[config.mk]
export PLATFORM = sky130hd
export DESIGN_NAME = sys_ctrl_cmd_flat
export DESIGN_NICKNAME = d
export VERILOG_FILES = /design/src/rtl/sys_ctrl_cmd_pkg.sv /design/src/rtl/sys_ctrl_cmd_if.sv /design/src/rtl/sys_ctrl_cmd.sv /design/src/flat_wrapper.sv
export SDC_FILE = /design/constraint.sdc
export NUM_CORES = 1
export LEC_CHECK = 0
export ABC_AREA = 1
export CAP_MARGIN = 20
export CORE_MARGIN = 4
export CORE_UTILIZATION = 45
export CTS_CLUSTER_DIAMETER = 80
export DETAILED_ROUTE_END_ITERATION = 16
export GPL_TIMING_DRIVEN = 1
export PLACE_DENSITY = 0.78
export SLEW_MARGIN = 5
export SYNTH_ARGS = -nofsm -noshare
export SYNTH_HDL_FRONTEND = slang
export SYNTH_SLANG_ARGS = --single-unit
export TNS_END_PERCENT = 20
[constraint.sdc]
create_clock -name CLK -period 1.6 [get_ports CLK]
set_input_delay 0.24 -clock CLK [delete_from_list [all_inputs] [get_ports CLK]]
set_output_delay 0.24 -clock CLK [all_outputs]
set_load 0.02 [all_outputs]
[src/rtl/sys_ctrl_cmd_pkg.sv]
// Shared definitions for the receive-side command sequencer: command bytes,
// FSM encoding and the fixed ALU operand register addresses.
package sys_ctrl_cmd_pkg;

    localparam logic [7:0] CMD_WR      = 8'hAA;
    localparam logic [7:0] CMD_RD      = 8'hBB;
    localparam logic [7:0] CMD_ALU_OP  = 8'hCC;
    localparam logic [7:0] CMD_ALU_NOP = 8'hDD;

    localparam int ADDR_OPA = 0;
    localparam int ADDR_OPB = 1;

    typedef enum logic [3:0] {
        ST_IDLE,
        ST_WR_ADDR,
        ST_WR_DATA,
        ST_RD_ADDR,
        ST_RD_WAIT,
        ST_ALU_A,
        ST_ALU_B,
        ST_ALU_FUN,
        ST_ALU_WAIT,
        ST_PUSH,
        ST_PUSH_HI
    } state_e;

    // First state of a frame for a given command byte; unknown bytes stay in IDLE.
    function automatic state_e cmd_decode(input logic [7:0] b);
        state_e s;
        case (b)
            CMD_WR:      s = ST_WR_ADDR;
            CMD_RD:      s = ST_RD_ADDR;
            CMD_ALU_OP:  s = ST_ALU_A;
            CMD_ALU_NOP: s = ST_ALU_FUN;
            default:     s = ST_IDLE;
        endcase
        return s;
    endfunction

endpackage

[src/rtl/sys_ctrl_cmd_if.sv]
// Signal bundle between the command sequencer (master) and its environment:
// RX byte stream, register file, ALU and TX FIFO.
interface sys_ctrl_cmd_if #(
    parameter int DATA_WIDTH = 8,
    parameter int ALU_WIDTH  = 16,
    parameter int ADDR_WIDTH = 4,
    parameter int FUNC_WIDTH = 4
);
    logic [DATA_WIDTH-1:0] RX_P_DATA;
    logic                  RX_D_VLD;
    logic [DATA_WIDTH-1:0] RdData;
    logic                  RdData_Valid;
    logic [ALU_WIDTH-1:0]  ALU_OUT;
    logic                  OUT_Valid;
    logic                  FIFO_FULL;

    logic                  WrEn;
    logic                  RdEn;
    logic [ADDR_WIDTH-1:0] Address;
    logic [DATA_WIDTH-1:0] WrData;
    logic                  ALU_EN;
    logic [FUNC_WIDTH-1:0] ALU_FUN;
    logic                  CLK_EN;
    logic                  WR_INC;
    logic [DATA_WIDTH-1:0] WR_DATA;

    modport master (
        input  RX_P_DATA, RX_D_VLD, RdData, RdData_Valid, ALU_OUT, OUT_Valid, FIFO_FULL,
        output WrEn, RdEn, Address, WrData, ALU_EN, ALU_FUN, CLK_EN, WR_INC, WR_DATA
    );

    modport slave (
        output RX_P_DATA, RX_D_VLD, RdData, RdData_Valid, ALU_OUT, OUT_Valid, FIFO_FULL,
        input  WrEn, RdEn, Address, WrData, ALU_EN, ALU_FUN, CLK_EN, WR_INC, WR_DATA
    );
endinterface

[src/rtl/sys_ctrl_cmd.sv]
// Command decoder/sequencer: parses RX frames into regfile writes/reads and ALU ops, pushes results.
// Latency: every strobe is registered, one cycle after the byte or valid pulse that triggers it.
// Backpressure: FIFO_FULL holds the push states; RX bytes outside byte-expecting states are dropped.
module sys_ctrl_cmd
    import sys_ctrl_cmd_pkg::*;
#(
    parameter int DATA_WIDTH = 8,
    parameter int ALU_WIDTH  = 16,
    parameter int ADDR_WIDTH = 4,
    parameter int FUNC_WIDTH = 4
) (
    input  logic          CLK,
    input  logic          RST,
    sys_ctrl_cmd_if.master bus
);

    state_e                state_q,    state_d;
    logic [ADDR_WIDTH-1:0] addr_q,     addr_d;
    logic [DATA_WIDTH-1:0] wrdata_q,   wrdata_d;
    logic                  wren_q,     wren_d;
    logic                  rden_q,     rden_d;
    logic                  alu_en_q,   alu_en_d;
    logic                  clk_en_q,   clk_en_d;
    logic [FUNC_WIDTH-1:0] alu_fun_q,  alu_fun_d;
    logic                  wr_inc_q,   wr_inc_d;
    logic [DATA_WIDTH-1:0] wr_data_q,  wr_data_d;
    logic [ALU_WIDTH-1:0]  result_q,   result_d;
    logic                  single_q,   single_d;

    always_comb begin
        state_d   = state_q;
        addr_d    = addr_q;
        wrdata_d  = wrdata_q;
        wren_d    = 1'b0;
        rden_d    = 1'b0;
        alu_en_d  = alu_en_q;
        clk_en_d  = clk_en_q;
        alu_fun_d = alu_fun_q;
        wr_inc_d  = 1'b0;
        wr_data_d = wr_data_q;
        result_d  = result_q;
        single_d  = single_q;

        unique case (state_q)
            ST_IDLE: begin
                if (bus.RX_D_VLD) begin
                    state_d = cmd_decode(bus.RX_P_DATA[7:0]);
                end
            end
            ST_WR_ADDR: begin
                if (bus.RX_D_VLD) begin
                    addr_d  = bus.RX_P_DATA[ADDR_WIDTH-1:0];
                    state_d = ST_WR_DATA;
                end
            end
            ST_WR_DATA: begin
                if (bus.RX_D_VLD) begin
                    wrdata_d = bus.RX_P_DATA;
                    wren_d   = 1'b1;
                    state_d  = ST_IDLE;
                end
            end
            ST_RD_ADDR: begin
                if (bus.RX_D_VLD) begin
                    addr_d  = bus.RX_P_DATA[ADDR_WIDTH-1:0];
                    rden_d  = 1'b1;
                    state_d = ST_RD_WAIT;
                end
            end
            ST_RD_WAIT: begin
                if (bus.RdData_Valid) begin
                    result_d = ALU_WIDTH'(bus.RdData);
                    single_d = 1'b1;
                    state_d  = ST_PUSH;
                end
            end
            ST_ALU_A: begin
                if (bus.RX_D_VLD) begin
                    addr_d   = ADDR_WIDTH'(ADDR_OPA);
                    wrdata_d = bus.RX_P_DATA;
                    wren_d   = 1'b1;
                    state_d  = ST_ALU_B;
                end
            end
            ST_ALU_B: begin
                if (bus.RX_D_VLD) begin
                    addr_d   = ADDR_WIDTH'(ADDR_OPB);
                    wrdata_d = bus.RX_P_DATA;
                    wren_d   = 1'b1;
                    state_d  = ST_ALU_FUN;
                end
            end
            ST_ALU_FUN: begin
                if (bus.RX_D_VLD) begin
                    alu_fun_d = bus.RX_P_DATA[FUNC_WIDTH-1:0];
                    alu_en_d  = 1'b1;
                    clk_en_d  = 1'b1;
                    state_d   = ST_ALU_WAIT;
                end
            end
            ST_ALU_WAIT: begin
                // ALU stays enabled and clocked until it reports a result.
                if (bus.OUT_Valid) begin
                    result_d = bus.ALU_OUT;
                    single_d = 1'b0;
                    alu_en_d = 1'b0;
                    clk_en_d = 1'b0;
                    state_d  = ST_PUSH;
                end
            end
            ST_PUSH: begin
                if (!bus.FIFO_FULL) begin
                    wr_inc_d  = 1'b1;
                    wr_data_d = result_q[DATA_WIDTH-1:0];
                    state_d   = single_q ? ST_IDLE : ST_PUSH_HI;
                end
            end
            ST_PUSH_HI: begin
                if (!bus.FIFO_FULL) begin
                    wr_inc_d  = 1'b1;
                    wr_data_d = result_q[ALU_WIDTH-1:DATA_WIDTH];
                    state_d   = ST_IDLE;
                end
            end
            default: state_d = ST_IDLE;
        endcase
    end

    always_ff @(posedge CLK or negedge RST) begin
        if (!RST) begin
            state_q   <= ST_IDLE;
            addr_q    <= '0;
            wrdata_q  <= '0;
            wren_q    <= 1'b0;
            rden_q    <= 1'b0;
            alu_en_q  <= 1'b0;
            clk_en_q  <= 1'b0;
            alu_fun_q <= '0;
            wr_inc_q  <= 1'b0;
            wr_data_q <= '0;
            result_q  <= '0;
            single_q  <= 1'b0;
        end else begin
            state_q   <= state_d;
            addr_q    <= addr_d;
            wrdata_q  <= wrdata_d;
            wren_q    <= wren_d;
            rden_q    <= rden_d;
            alu_en_q  <= alu_en_d;
            clk_en_q  <= clk_en_d;
            alu_fun_q <= alu_fun_d;
            wr_inc_q  <= wr_inc_d;
            wr_data_q <= wr_data_d;
            result_q  <= result_d;
            single_q  <= single_d;
        end
    end

    assign bus.WrEn    = wren_q;
    assign bus.RdEn    = rden_q;
    assign bus.Address = addr_q;
    assign bus.WrData  = wrdata_q;
    assign bus.ALU_EN  = alu_en_q;
    assign bus.CLK_EN  = clk_en_q;
    assign bus.ALU_FUN = alu_fun_q;
    assign bus.WR_INC  = wr_inc_q;
    assign bus.WR_DATA = wr_data_q;

endmodule

[src/flat_wrapper.sv]
// flat-port wrapper written by rule: the top's interface ports become plain ports
module sys_ctrl_cmd_flat import sys_ctrl_cmd_pkg::*;
#(
    parameter int DATA_WIDTH = 8,
    parameter int ALU_WIDTH  = 16,
    parameter int ADDR_WIDTH = 4,
    parameter int FUNC_WIDTH = 4
)
  (CLK, RST, bus_RX_P_DATA, bus_RX_D_VLD, bus_RdData, bus_RdData_Valid, bus_ALU_OUT, bus_OUT_Valid, bus_FIFO_FULL, bus_WrEn, bus_RdEn, bus_Address, bus_WrData, bus_ALU_EN, bus_ALU_FUN, bus_CLK_EN, bus_WR_INC, bus_WR_DATA);
  sys_ctrl_cmd_if #(.DATA_WIDTH(DATA_WIDTH), .ALU_WIDTH(ALU_WIDTH), .ADDR_WIDTH(ADDR_WIDTH), .FUNC_WIDTH(FUNC_WIDTH)) bus_i ();
  input  logic CLK;
  input  logic RST;
  input wire logic [$bits(bus_i.RX_P_DATA)-1:0] bus_RX_P_DATA;
  input wire logic [$bits(bus_i.RX_D_VLD)-1:0] bus_RX_D_VLD;
  input wire logic [$bits(bus_i.RdData)-1:0] bus_RdData;
  input wire logic [$bits(bus_i.RdData_Valid)-1:0] bus_RdData_Valid;
  input wire logic [$bits(bus_i.ALU_OUT)-1:0] bus_ALU_OUT;
  input wire logic [$bits(bus_i.OUT_Valid)-1:0] bus_OUT_Valid;
  input wire logic [$bits(bus_i.FIFO_FULL)-1:0] bus_FIFO_FULL;
  output wire logic [$bits(bus_i.WrEn)-1:0] bus_WrEn;
  output wire logic [$bits(bus_i.RdEn)-1:0] bus_RdEn;
  output wire logic [$bits(bus_i.Address)-1:0] bus_Address;
  output wire logic [$bits(bus_i.WrData)-1:0] bus_WrData;
  output wire logic [$bits(bus_i.ALU_EN)-1:0] bus_ALU_EN;
  output wire logic [$bits(bus_i.ALU_FUN)-1:0] bus_ALU_FUN;
  output wire logic [$bits(bus_i.CLK_EN)-1:0] bus_CLK_EN;
  output wire logic [$bits(bus_i.WR_INC)-1:0] bus_WR_INC;
  output wire logic [$bits(bus_i.WR_DATA)-1:0] bus_WR_DATA;
  assign bus_i.RX_P_DATA = bus_RX_P_DATA;
  assign bus_i.RX_D_VLD = bus_RX_D_VLD;
  assign bus_i.RdData = bus_RdData;
  assign bus_i.RdData_Valid = bus_RdData_Valid;
  assign bus_i.ALU_OUT = bus_ALU_OUT;
  assign bus_i.OUT_Valid = bus_OUT_Valid;
  assign bus_i.FIFO_FULL = bus_FIFO_FULL;
  assign bus_WrEn = bus_i.WrEn;
  assign bus_RdEn = bus_i.RdEn;
  assign bus_Address = bus_i.Address;
  assign bus_WrData = bus_i.WrData;
  assign bus_ALU_EN = bus_i.ALU_EN;
  assign bus_ALU_FUN = bus_i.ALU_FUN;
  assign bus_CLK_EN = bus_i.CLK_EN;
  assign bus_WR_INC = bus_i.WR_INC;
  assign bus_WR_DATA = bus_i.WR_DATA;
  sys_ctrl_cmd #(.DATA_WIDTH(DATA_WIDTH), .ALU_WIDTH(ALU_WIDTH), .ADDR_WIDTH(ADDR_WIDTH), .FUNC_WIDTH(FUNC_WIDTH)) u_core (.CLK(CLK), .RST(RST), .bus(bus_i));
endmodule
# --- Yosys cells after proc, flatten, opt, wreduce, memory -nomap -nowiden ---
# Index checks and enable logic that the tools add are counted.
classes:
  n_eq_ne: 26
  n_reduce_logical: 15
  muxes: 33
ops:
  columns: ["op", "n"]
  rows:
  - ["2-to-1 mux 4 bit", 14]
  - ["case mux 4 bit (11 select lines)", 1]
  - ["equality test 8 bit, second input constant", 4]
  - ["2-to-1 mux 16 bit", 2]
  - ["case mux 16 bit (2 select lines)", 1]
  - ["inequality test 2 bit, second input constant", 11]
  - ["equality test 4 x 3 -> 1 bit, second input constant", 4]
  - ["2-to-1 mux 8 bit", 2]
  - ["case mux 8 bit (2 select lines)", 1]
  - ["equality test 4 bit, second input constant", 3]
  - ["case mux 3 bit (4 select lines)", 1]
  - ["case mux 4 bit (3 select lines)", 1]
  - ["AND reduction 11 bit", 1]
  - ["AND reduction 3 bit", 3]
  - ["equality test 4 x 2 -> 1 bit, second input constant", 2]
  - ["2-to-1 mux 1 bit", 8]
  - ["nonzero test 2 bit", 3]
  - ["equality test 4 x 1 -> 1 bit, second input constant", 1]
  - ["zero test 4 bit", 1]
  - ["case mux 1 bit (2 select lines)", 2]
  - ["AND reduction 2 bit", 2]
  - ["AND reduction 4 bit", 1]
  - ["OR reduction 2 bit", 2]
  - ["nonzero test 3 bit", 1]
  - ["other kinds (2)", 2]
word_totals:
  wordCells: 85
  in_bits: 38
  ff_bits: 49

# --- Logic depth before layout (Yosys ltp) ---
# Gate-level depths: netlist of the first run.
depth:
  ltp_word: 4
  mapped_depth: 9

# --- Least setup slack after synthesis of the first run ---
# OpenSTA, ideal clock, no wires.
synth_path:
  kind: "register to register"
  from: "register u_core.state_q[3]"
  to: "register u_core.result_q[2]"
  n_path_buf: 1
  t_arrival_ns: 1.213
  required_ns: 1.474
  path_stages_with_launch: 8
  setup_slack_ns: 0.261
  cell_sequence: "dfrtp_1 inv_2 nand2_1 a21oi_2 inv_2 nor2_4 buf_6 o21ai_0"
synth_via:
  elab_chain_cells: 3
  word_cells_on_any_way: 7
  cone_classes: "eq/ne (4); mux (1); reduce/logical (2)"
synth_lines:
  columns: ["element", "line", "rtl"]
  rows:
  - ["start, declared", "sys_ctrl_cmd.sv:17", "state_e state_q, state_d;"]
  - ["start signal, assigned", "sys_ctrl_cmd.sv:144", "state_q <= state_d;"]
  - ["equality test 4 x 3 -> 1 bit / equality test 4 bit (equally long branches)", "sys_ctrl_cmd.sv:44", "unique case (state_q)"]
  - ["inequality test 2 bit (no source line) / nonzero test 2 bit (equally long branches)", null, null]
  - ["AND reduction 3 bit (no source line)", null, null]
  - ["end signal, assigned", "sys_ctrl_cmd.sv:154", "result_q <= result_d;"]
  - ["end, declared", "sys_ctrl_cmd.sv:27", "logic [ALU_WIDTH-1:0] result_q, result_d;"]
# Parallel ways exist; a longest one is shown, timed or not.
# A chain may end at the register's enable or synchronous reset.

# --- Worst setup path in the final report of the first run ---
layout_path:
  from: "register u_core.alu_fun_q[2] (netlist: u_core.bus.ALU_FUN[2])"
  to: "output port bus_ALU_FUN[2]"
layout_rtl:
  columns: ["element", "line", "rtl"]
  rows:
  - ["start, declared", "sys_ctrl_cmd.sv:24", "logic [FUNC_WIDTH-1:0] alu_fun_q, alu_fun_d;"]
  - ["start signal, assigned", "sys_ctrl_cmd.sv:151", "alu_fun_q <= alu_fun_d;"]
  - ["end, declared", "flat_wrapper.sv:25", "output wire logic [$bits(bus_i.ALU_FUN)-1:0] bus_ALU_FUN;"]
# No word-level cell between the ends.

==> results of run 1 <==
## worst paths after layout
path                                          to  slack, ns  cells past startpoint
setup / recovery                  bus_ALU_FUN[2]       0.07                      1
hold reg to reg             u_core.bus.WrData[4]       0.48                      2
min in group CLK             u_core.result_q[11]       0.48                      3
setup reg to reg              u_core.result_q[8]       0.10                      7
max in group asynchronous   u_core.bus.WrData[1]       0.91                      3
hold / removal             u_core.bus.Address[2]       0.45                      3
## layer usage
metal | track usage, % | share of wire (%)
met1 | 25.1 | 46
met2 | 28.4 | 46
met3 | 4.06 | 7.4
met4 | 6.42 | 1.5
met5 | 0 | 0
## power breakdown
| group | switching (µW) | leakage, µW | internal [µW] |
|---|---|---|---|
| clock network | 388 | 0.0000585 | 510 |
| logic | 1330 | 0.00101 | 1040 |
| registers | 265 | 0.000620 | 1720 |
| total | 1990 | 0.00169 | 3270 |
## synthesized netlist by cell type, drive strengths merged
master,count,area share (%)
inv,30,4.8
nand4,2,0.54
dfrtp,49,53
nand2,129,22
nand3,8,1.7
o21a,3,0.97
buf,6,1.9
a21oi,12,3.4
nor2,29,5.3
o21ai,33,7.1
## cell families after synthesis
kind of cell           after synthesis  synth area share (%)
and+or+nand+nor                    168                  29.1
DFF                                 49                  52.7
AOI/OAI and AO/OA                   48                  11.4
buffers and inverters               36                  6.77
## through the flow
step / setup TNS, ns / cells
3_5_place_dp: 0 / 435
5_1_grt: -0.0187 / 445
4_1_cts: 0 / 444
6_report: 0 / 445
2_1_floorplan: 0 / 301
3_3_place_gp: 0 / 435
## layout make-up
type	count	area [µm²]	share of cell area (%)
Clock inverter	1	30.0	0.915
Tap cell	67	83.8	2.56
Sequential cell	49	1230	37.4
Clock buffer	7	86.3	2.63
Inverter	30	113	3.43
Timing Repair Buffer	75	768	23.4
Multi-Input combinational cell	216	972	29.6
## sequential cells by signal (all words and copies together), names as in the netlist
name	cells
u_core.bus.WR_INC	1
u_core.bus.WrData	8
u_core.bus.ALU_FUN	4
u_core.bus.ALU_EN	1
u_core.single_q	1
u_core.result_q	16
u_core.bus.Address	4
u_core.bus.RdEn	1
u_core.state_q	4
u_core.bus.WR_DATA	8
u_core.bus.WrEn	1
## timing repair
action / 4_1_cts / 5_1_grt
hold buffers: 1 / 0
resized for setup: 0 / 15
endpoints found under the hold margin: 49 / 0
setup endpoints to repair: 0 / 25
setup buffers: 0 / 1
## worst min-delay path, delay by kind of cell
kind / cells / cell delay, ns
buffers and inverters: 3 / 0.88
## cells in the final DEF, fill, tap and decap left out, drive strengths merged
cell,instances
a21oi,12
buf,9
bufinv,1
clkbuf,7
clkdlybuf4s50,63
dfrtp,49
dlygate4sd3,1
dlymetal6s2s,2
inv,30
nand2,129
nand3,8
nand4,2
nor2,29
o21a,3
o21ai,33
==> results.py, run 1 <==
metrics = {
    "floorplanning": {
        "dieHeight_um": 79.9,
        "ioPinCount": 67,
        "rows": 25,
        "core-area_mm2": 0.00488,
        "start_util_pct": 47.7,
        "die_w_um": 79.9,
        "die_area_mm2": 0.00639,
    },
    "sta": {
        "grt_setup_unrepaired": "yes",
        "period_minus_slack_ns": 1.53,
        "period_share_pct": 95.4,
        "tightest_slew_ns": 0.353,
        "finClkSkew_ns": 0.00636,
        "setup_viol": 0,
        "finalHoldViolCount": 0,
        "slew_headroom_pct": 76.4,
        "fin_hold_ws_ns": 0.447,
        "fin_ws_ns": 0.0736,
        "fmax_ghz": 0.655,
        "drv_slew": 0,
    },
    "finish": {
        "drive_gt1_share_pct": 9.79,
        "final_area_mm2": 0.00328,
        "n_antenna_cell": 0,
        "fillers": 424,
        "area_growth_pct": 40.9,
        "finalNetCount": 415,
        "fin_util_pct": 67.2,
    },
    "clocking": {
        "cts_tree": "yes",
        "clkSinkCount": 49,
        "root_buffer": "clkbuf_8",
        "cts_buffers": 5,
        "clkTransAtPathRegs_ns": 0.09,
        "cts_htree_levels": 2,
        "cts_max_path_buffers": 2,
        "clk_latency_ns": 0.30,
    },
    "detailed_routing": {
        "firstDrtPassIters": 4,
        "wl_per_cell_um": 12.2,
        "wl_mm": 5.41,
        "vias_per_cell": 4.77,
        "ant_nets": 0,
        "remaining_drc_errors": 0,
        "vias": 2123,
        "drtIter0Drc": 128,
    },
    "grt": {
        "grt_usage_pct": 18.3,
        "antenna_found_initial": 0,
        "grt_pass1_vias": 1988,
        "grt_max_degree": 50,
        "overflow": 0,
        "grt_pass1_wl_mm": 9.12,
    },
    "placement": {
        "numPortBuffers": 66,
        "gp_congestion": 0.856,
        "place_hpwl_mm": 4.19,
        "pre_cts_ws_ns": 0.0419,
        "placed_area_mm2": 0.00310,
    },
    "setup_path": {
        "startpoint": "u_core.bus.ALU_FUN[2]",
        "path_cells": "clkdlybuf4s50_1",
        "crit_path_start_kind": "register",
        "path_delay_family": "buffers and inverters",
        "critPathArrivalTime_ns": 1.29,
        "crit_required_ns": 1.36,
        "crit_slowest_cell": "clkdlybuf4s50_1",
        "critical-path-max-stage-delay_ns": 0.62,
        "cp_num_buf_inv": 1,
        "setup.worst_path.class": "reg2out",
        "r2r-start": "u_core.state_q[2]",
        "crit_fanout": 2,
        "end_kind": "primary output",
    },
    "synth": {
        "yosysWarnings": 0,
        "ys_ff_latch": 49,
        "synth.avg_cell_area_um2": 7.74,
        "syn_inst": 301,
        "syn_area_mm2": 0.00233,
        "syn_nets": 339,
        "ys_seq_area_share_pct": 52.7,
        "synth.distinct_cells": 20,
    },
    "power": {
        "leakage_uw": 0.00169,
        "peakVddDrop_mv": 0.663,
        "powerDensity_mw_per_mm2": 1600,
        "p_total_uw": 5260,
    },
    "worst_hold_path": {
        "hold_class": "in2async",
    },
    "status": {
        "status": "finished, final reports clean",
    },
    "flow_run": {
        "max_cap_violations": 0,
    },
}
No activity file was read; power rests on OpenSTA's default activity.
==> inputs of run 2 (changes only) <==
Settings changed: CORE_UTILIZATION 45 to 47, PLACE_DENSITY 0.78 to 0.79.
==> results.py, run 2 (synthesized netlist as in run 1, its figures left out) <==
metrics = {
    "status": {
        "status": "finished, final reports clean",
    },
    "clocking": {
        "clk_latency_ns": 0.30,
        "root_buffer": "clkbuf_8",
        "cts_htree_levels": 2,
        "clkSinkCount": 49,
        "clkTransAtPathRegs_ns": 0.08,
        "cts_max_path_buffers": 2,
        "cts_buffers": 5,
        "cts_tree": "yes",
    },
    "finish": {
        "fillers": 421,
        "area_growth_pct": 39.4,
        "largest_register_ffs": 16,
        "mostFrequentLayoutCells": "122 x nand2_1, 64 x clkdlybuf4s50_1, 48 x dfrtp_1",
        "n_antenna_cell": 0,
        "finalNetCount": 419,
        "drive_gt1_share_pct": 10.5,
        "largest-register": "u_core.result_q",
        "layout_commonest_cell": "nand2_1",
        "fin_cells": 449,
    },
    "floorplanning": {
        "dieHeight_um": 78.4,
        "start_util_pct": 49.0,
        "rows": 25,
        "die_w_um": 78.4,
        "core-area_mm2": 0.00475,
        "die_area_mm2": 0.00614,
        "ioPinCount": 67,
    },
    "setup_path": {
        "path_cells": "clkdlybuf4s50_1",
        "critPathArrivalTime_ns": 1.29,
        "crit_slowest_cell": "clkdlybuf4s50_1",
        "r2r_slack_ns": 0.09,
        "path_delay_family": "buffers and inverters",
        "critical-path-max-stage-delay_ns": 0.61,
        "crit_path_start_kind": "register",
        "crit_fanout": 3,
        "setup.worst_path.class": "reg2out",
        "cp_num_buf_inv": 1,
        "crit_required_ns": 1.36,
        "end_kind": "primary output",
    },
    "sta": {
        "period_minus_slack_ns": 1.53,
        "drv_slew": 0,
        "finalHoldViolCount": 0,
        "tightest_slew_ns": 0.329,
        "fmax_ghz": 0.653,
        "period_share_pct": 95.7,
        "finClkSkew_ns": 0.00371,
        "slew_headroom_pct": 78.0,
        "grt_setup_unrepaired": "yes",
        "fin_setup_tns_ns": 0,
        "setup_viol": 0,
    },
    "detailed_routing": {
        "vias_per_cell": 4.72,
        "ant_nets": 0,
        "firstDrtPassIters": 4,
        "drtIter0Drc": 109,
        "vias": 2119,
        "remaining_drc_errors": 0,
        "wl_per_cell_um": 12.0,
        "wl_mm": 5.39,
    },
    "placement": {
        "gp_congestion": 0.909,
        "place_inst": 435,
        "numPortBuffers": 66,
        "place_hpwl_mm": 4.10,
    },
    "grt": {
        "grt_max_degree": 50,
        "grt_pass1_vias": 1971,
        "overflow": 0,
        "grt_usage_pct": 18.5,
        "antenna_found_initial": 0,
        "grt_pass1_wl_mm": 8.96,
    },
    "worst_hold_path": {
        "hold_class": "in2async",
    },
    "power": {
        "peakVddDrop_mv": 0.642,
        "p_total_uw": 5040,
        "powerDensity_mw_per_mm2": 1550,
        "leakage_uw": 0.00167,
    },
    "flow_run": {
        "max_cap_violations": 0,
    },
}
[run 2: final timing paths]
check	startpoint	endpoint	cells after the start
worst max register to register	u_core.state_q[3]	u_core.result_q[10]	7
worst min-delay path	RST	u_core.bus.Address[0]	3
max in group asynchronous	RST	u_core.state_q[1]	3
worst min register to register	u_core.bus.WrData[7]	u_core.bus.WrData[7]	2
min in group CLK	bus_ALU_OUT[9]	u_core.result_q[9]	3
worst max-delay path	u_core.bus.ALU_EN	bus_CLK_EN	1
[run 2: area by class of cell]
type,count,area (µm²),area share (%)
clock buffer,7,76.3,2.35
multi-input combinational,216,955,29.4
inverter,30,113,3.47
sequential,49,1230,37.8
tap,67,83.8,2.58
timing repair buffer,79,783,24.1
clock inverter,1,7.51,0.231
[run 2: report_power, final]
| part | leakage, µW | switching, µW | internal [µW] |
|---|---|---|---|
| combinational | 0.00101 | 1320 | 1040 |
| sequential | 0.000620 | 253 | 1720 |
| clock | 0.0000385 | 392 | 310 |
| total | 0.00167 | 1970 | 3070 |
[run 2: per-layer routing]
layer | wire length (µm) | track usage [%] | part of all wire, %
met5 | 0 | 0 | 0
met4 | 44 | 5.77 | 0.82
met3 | 309 | 3.90 | 5.7
met2 | 2470 | 30.0 | 46
met1 | 2570 | 24.9 | 48
[run 2: metrics by stage]
step | cell area, µm² | util [%] | setup slack [ns] | hold WS (ns)
4_1_cts | 3190 | 67.2 | 0.00976 | 0.466
3_5_place_dp | 3100 | 65.2 | 0.0255 | 0.247
3_3_place_gp | 3100 | 65.2 | 0.0364 | 0.241
5_1_grt | 3250 | 68.3 | -0.00348 | 0.498
6_report | 3250 | 68.3 | 0.0681 | 0.458
2_1_floorplan | 2330 | - | 0.261 | -0.0556
[run 2: timing repair]
action / 4_1_cts / 5_1_grt
setup buffers: 0 / 5
gates resized for setup: 0 / 7
endpoints found under the setup margin: 0 / 26
hold endpoints to repair: 49 / 0
hold buffers: 1 / 0
==> inputs of run 3 (changes only) <==
Settings changed: CORE_UTILIZATION 47 to 43, PLACE_DENSITY 0.79 to 0.76.
Clock period 1.6 ns to 1.4 ns, I/O delays scaled along.
==> results.py, run 3 (synthesized netlist as in run 1, its figures left out) <==
metrics = {
    "status": {
        "status": "complete, but fails checks",
        "violations": "negative setup slack",
    },
    "detailed_routing": {
        "remaining_drc_errors": 0,
        "wl_mm": 5.68,
        "firstDrtPassIters": 4,
        "vias_per_cell": 4.68,
        "drtIter0Drc": 145,
        "ant_nets": 0,
        "vias": 2171,
        "wl_per_cell_um": 12.2,
    },
    "sta": {
        "fmax_ghz": 0.707,
        "finClkSkew_ns": 0.0105,
        "grt_setup_unrepaired": "yes",
        "setup_viol": 1,
        "tightest_slew_ns": 0.256,
        "fin_ws_ns": -0.0150,
        "slew_headroom_pct": 82.8,
        "period_minus_slack_ns": 1.41,
        "fin_setup_tns_ns": -0.0150,
        "finalHoldViolCount": 0,
        "drv_slew": 0,
        "period_share_pct": 101,
    },
    "finish": {
        "layout_commonest_cell": "nand2_1",
        "finalNetCount": 433,
        "largest_register_ffs": 16,
        "fillers": 439,
        "n_antenna_cell": 0,
        "mostFrequentLayoutCells": "115 x nand2_1, 48 x dfrtp_1, 36 x clkdlybuf4s50_1",
        "area_growth_pct": 45.1,
        "fin_cells": 464,
        "drive_gt1_share_pct": 17.3,
        "fin_util_pct": 65.3,
        "largest-register": "u_core.result_q",
    },
    "placement": {
        "place_hpwl_mm": 4.22,
        "gp_congestion": 0.885,
        "place_inst": 453,
        "pre_cts_ws_ns": -0.0462,
        "numPortBuffers": 66,
    },
    "clocking": {
        "cts_tree": "yes",
        "clk_latency_ns": 0.30,
        "clkTransAtPathRegs_ns": 0.09,
        "cts_htree_levels": 2,
        "root_buffer": "clkbuf_8",
        "cts_max_path_buffers": 2,
        "cts_buffers": 5,
        "clkSinkCount": 49,
    },
    "grt": {
        "gr-max-usage-layer": "met2",
        "antenna_found_initial": 0,
        "grt_pass1_vias": 1945,
        "grtUsageMet2_pct": 28.8,
        "grt_max_degree": 50,
        "gr-usage-met1_pct": 23.1,
        "met3_usage_pct": 3.62,
        "grt_usage_pct": 17.5,
        "overflow": 0,
        "grt_pass1_wl_mm": 8.91,
    },
    "setup_path": {
        "crit_required_ns": 1.59,
        "crit_fanout": 7,
        "crit_path_start_kind": "register",
        "critPathArrivalTime_ns": 1.60,
        "setup.worst_path.class": "reg2reg",
        "end_kind": "register",
    },
    "floorplanning": {
        "rows": 26,
        "die_w_um": 81.6,
        "dieHeight_um": 81.6,
        "ioPinCount": 67,
        "core-area_mm2": 0.00517,
        "die_area_mm2": 0.00666,
        "start_util_pct": 45.0,
    },
    "power": {
        "leakage_uw": 0.00180,
        "p_total_uw": 5740,
        "powerDensity_mw_per_mm2": 1700,
        "peakVddDrop_mv": 0.790,
    },
    "worst_hold_path": {
        "hold_class": "in2async",
    },
    "flow_run": {
        "max_cap_violations": 0,
    },
}
==> run 3: final timing paths <==
kind / start / end / slack (ns) / cells after the start
worst max-delay path: u_core.state_q[3] / u_core.result_q[15] / -0.01 / 7
worst min-delay path: RST / u_core.bus.Address[2] / 0.42 / 3
worst max register to register: u_core.state_q[3] / u_core.result_q[15] / -0.01 / 7
worst min register to register: u_core.bus.WrData[7] / u_core.bus.WrData[7] / 0.48 / 2
max in group asynchronous: RST / u_core.bus.ALU_EN / 0.74 / 3
min in group CLK: bus_ALU_OUT[8] / u_core.result_q[8] / 0.45 / 3
==> run 3: critical path: stages (launching register included) <==
cell,delay (ns)
dfrtp_1,0.44
inv_2,0.12
nand2_2,0.10
a21oi_2,0.17
inv_2,0.08
buf_4,0.16
o21ai_0,0.16
nand2_1,0.08
==> run 3: per-stage QoR <==
| step | cell area (µm²) | hold slack [ns] |
|---|---|---|
| after floorplan | 2330 | -0.0856 |
| after global placement | 3230 | 0.212 |
| after detailed placement | 3230 | 0.223 |
| after CTS | 3280 | 0.443 |
| after global routing | 3380 | 0.452 |
| final | 3380 | 0.423 |
==> run 3: layout make-up <==
type	count	area, µm²	area share (%)
flip-flops and latches	49	1230	36.3
multi-input cells	217	1020	30.1
repair buffers	92	858	25.4
inverters	30	113	3.33
well taps	70	87.6	2.59
clock buffers	5	68.8	2.04
clock inverters	1	5.00	0.148
==> run 3: power breakdown <==
| part | switching, µW | total (µW) | leakage, µW | internal, µW |
|---|---|---|---|---|
| combinational | 1610 | 2720 | 0.00114 | 1110 |
| clock | 440 | 770 | 0.0000399 | 330 |
| sequential | 284 | 2250 | 0.000620 | 1960 |
| total | 2330 | 5740 | 0.00180 | 3410 |
==> run 3: what timing repair did <==
| item | in CTS | in global routing |
|---|---|---|
| setup buffers | 0 | 3 |
| hold buffers | 1 | 0 |
| gates cloned | 0 | 1 |
| hold endpoints to repair | 49 | 0 |
| gates resized for setup | 32 | 33 |
| endpoints found under the setup margin | 47 | 42 |
| pin swaps | 0 | 7 |
==> run 3: metal layers <==
metal | share of wire (%) | routed length (µm)
met4 | 1.2 | 70
met2 | 49 | 2780
met3 | 5.3 | 302
met5 | 0 | 0
met1 | 44 | 2530
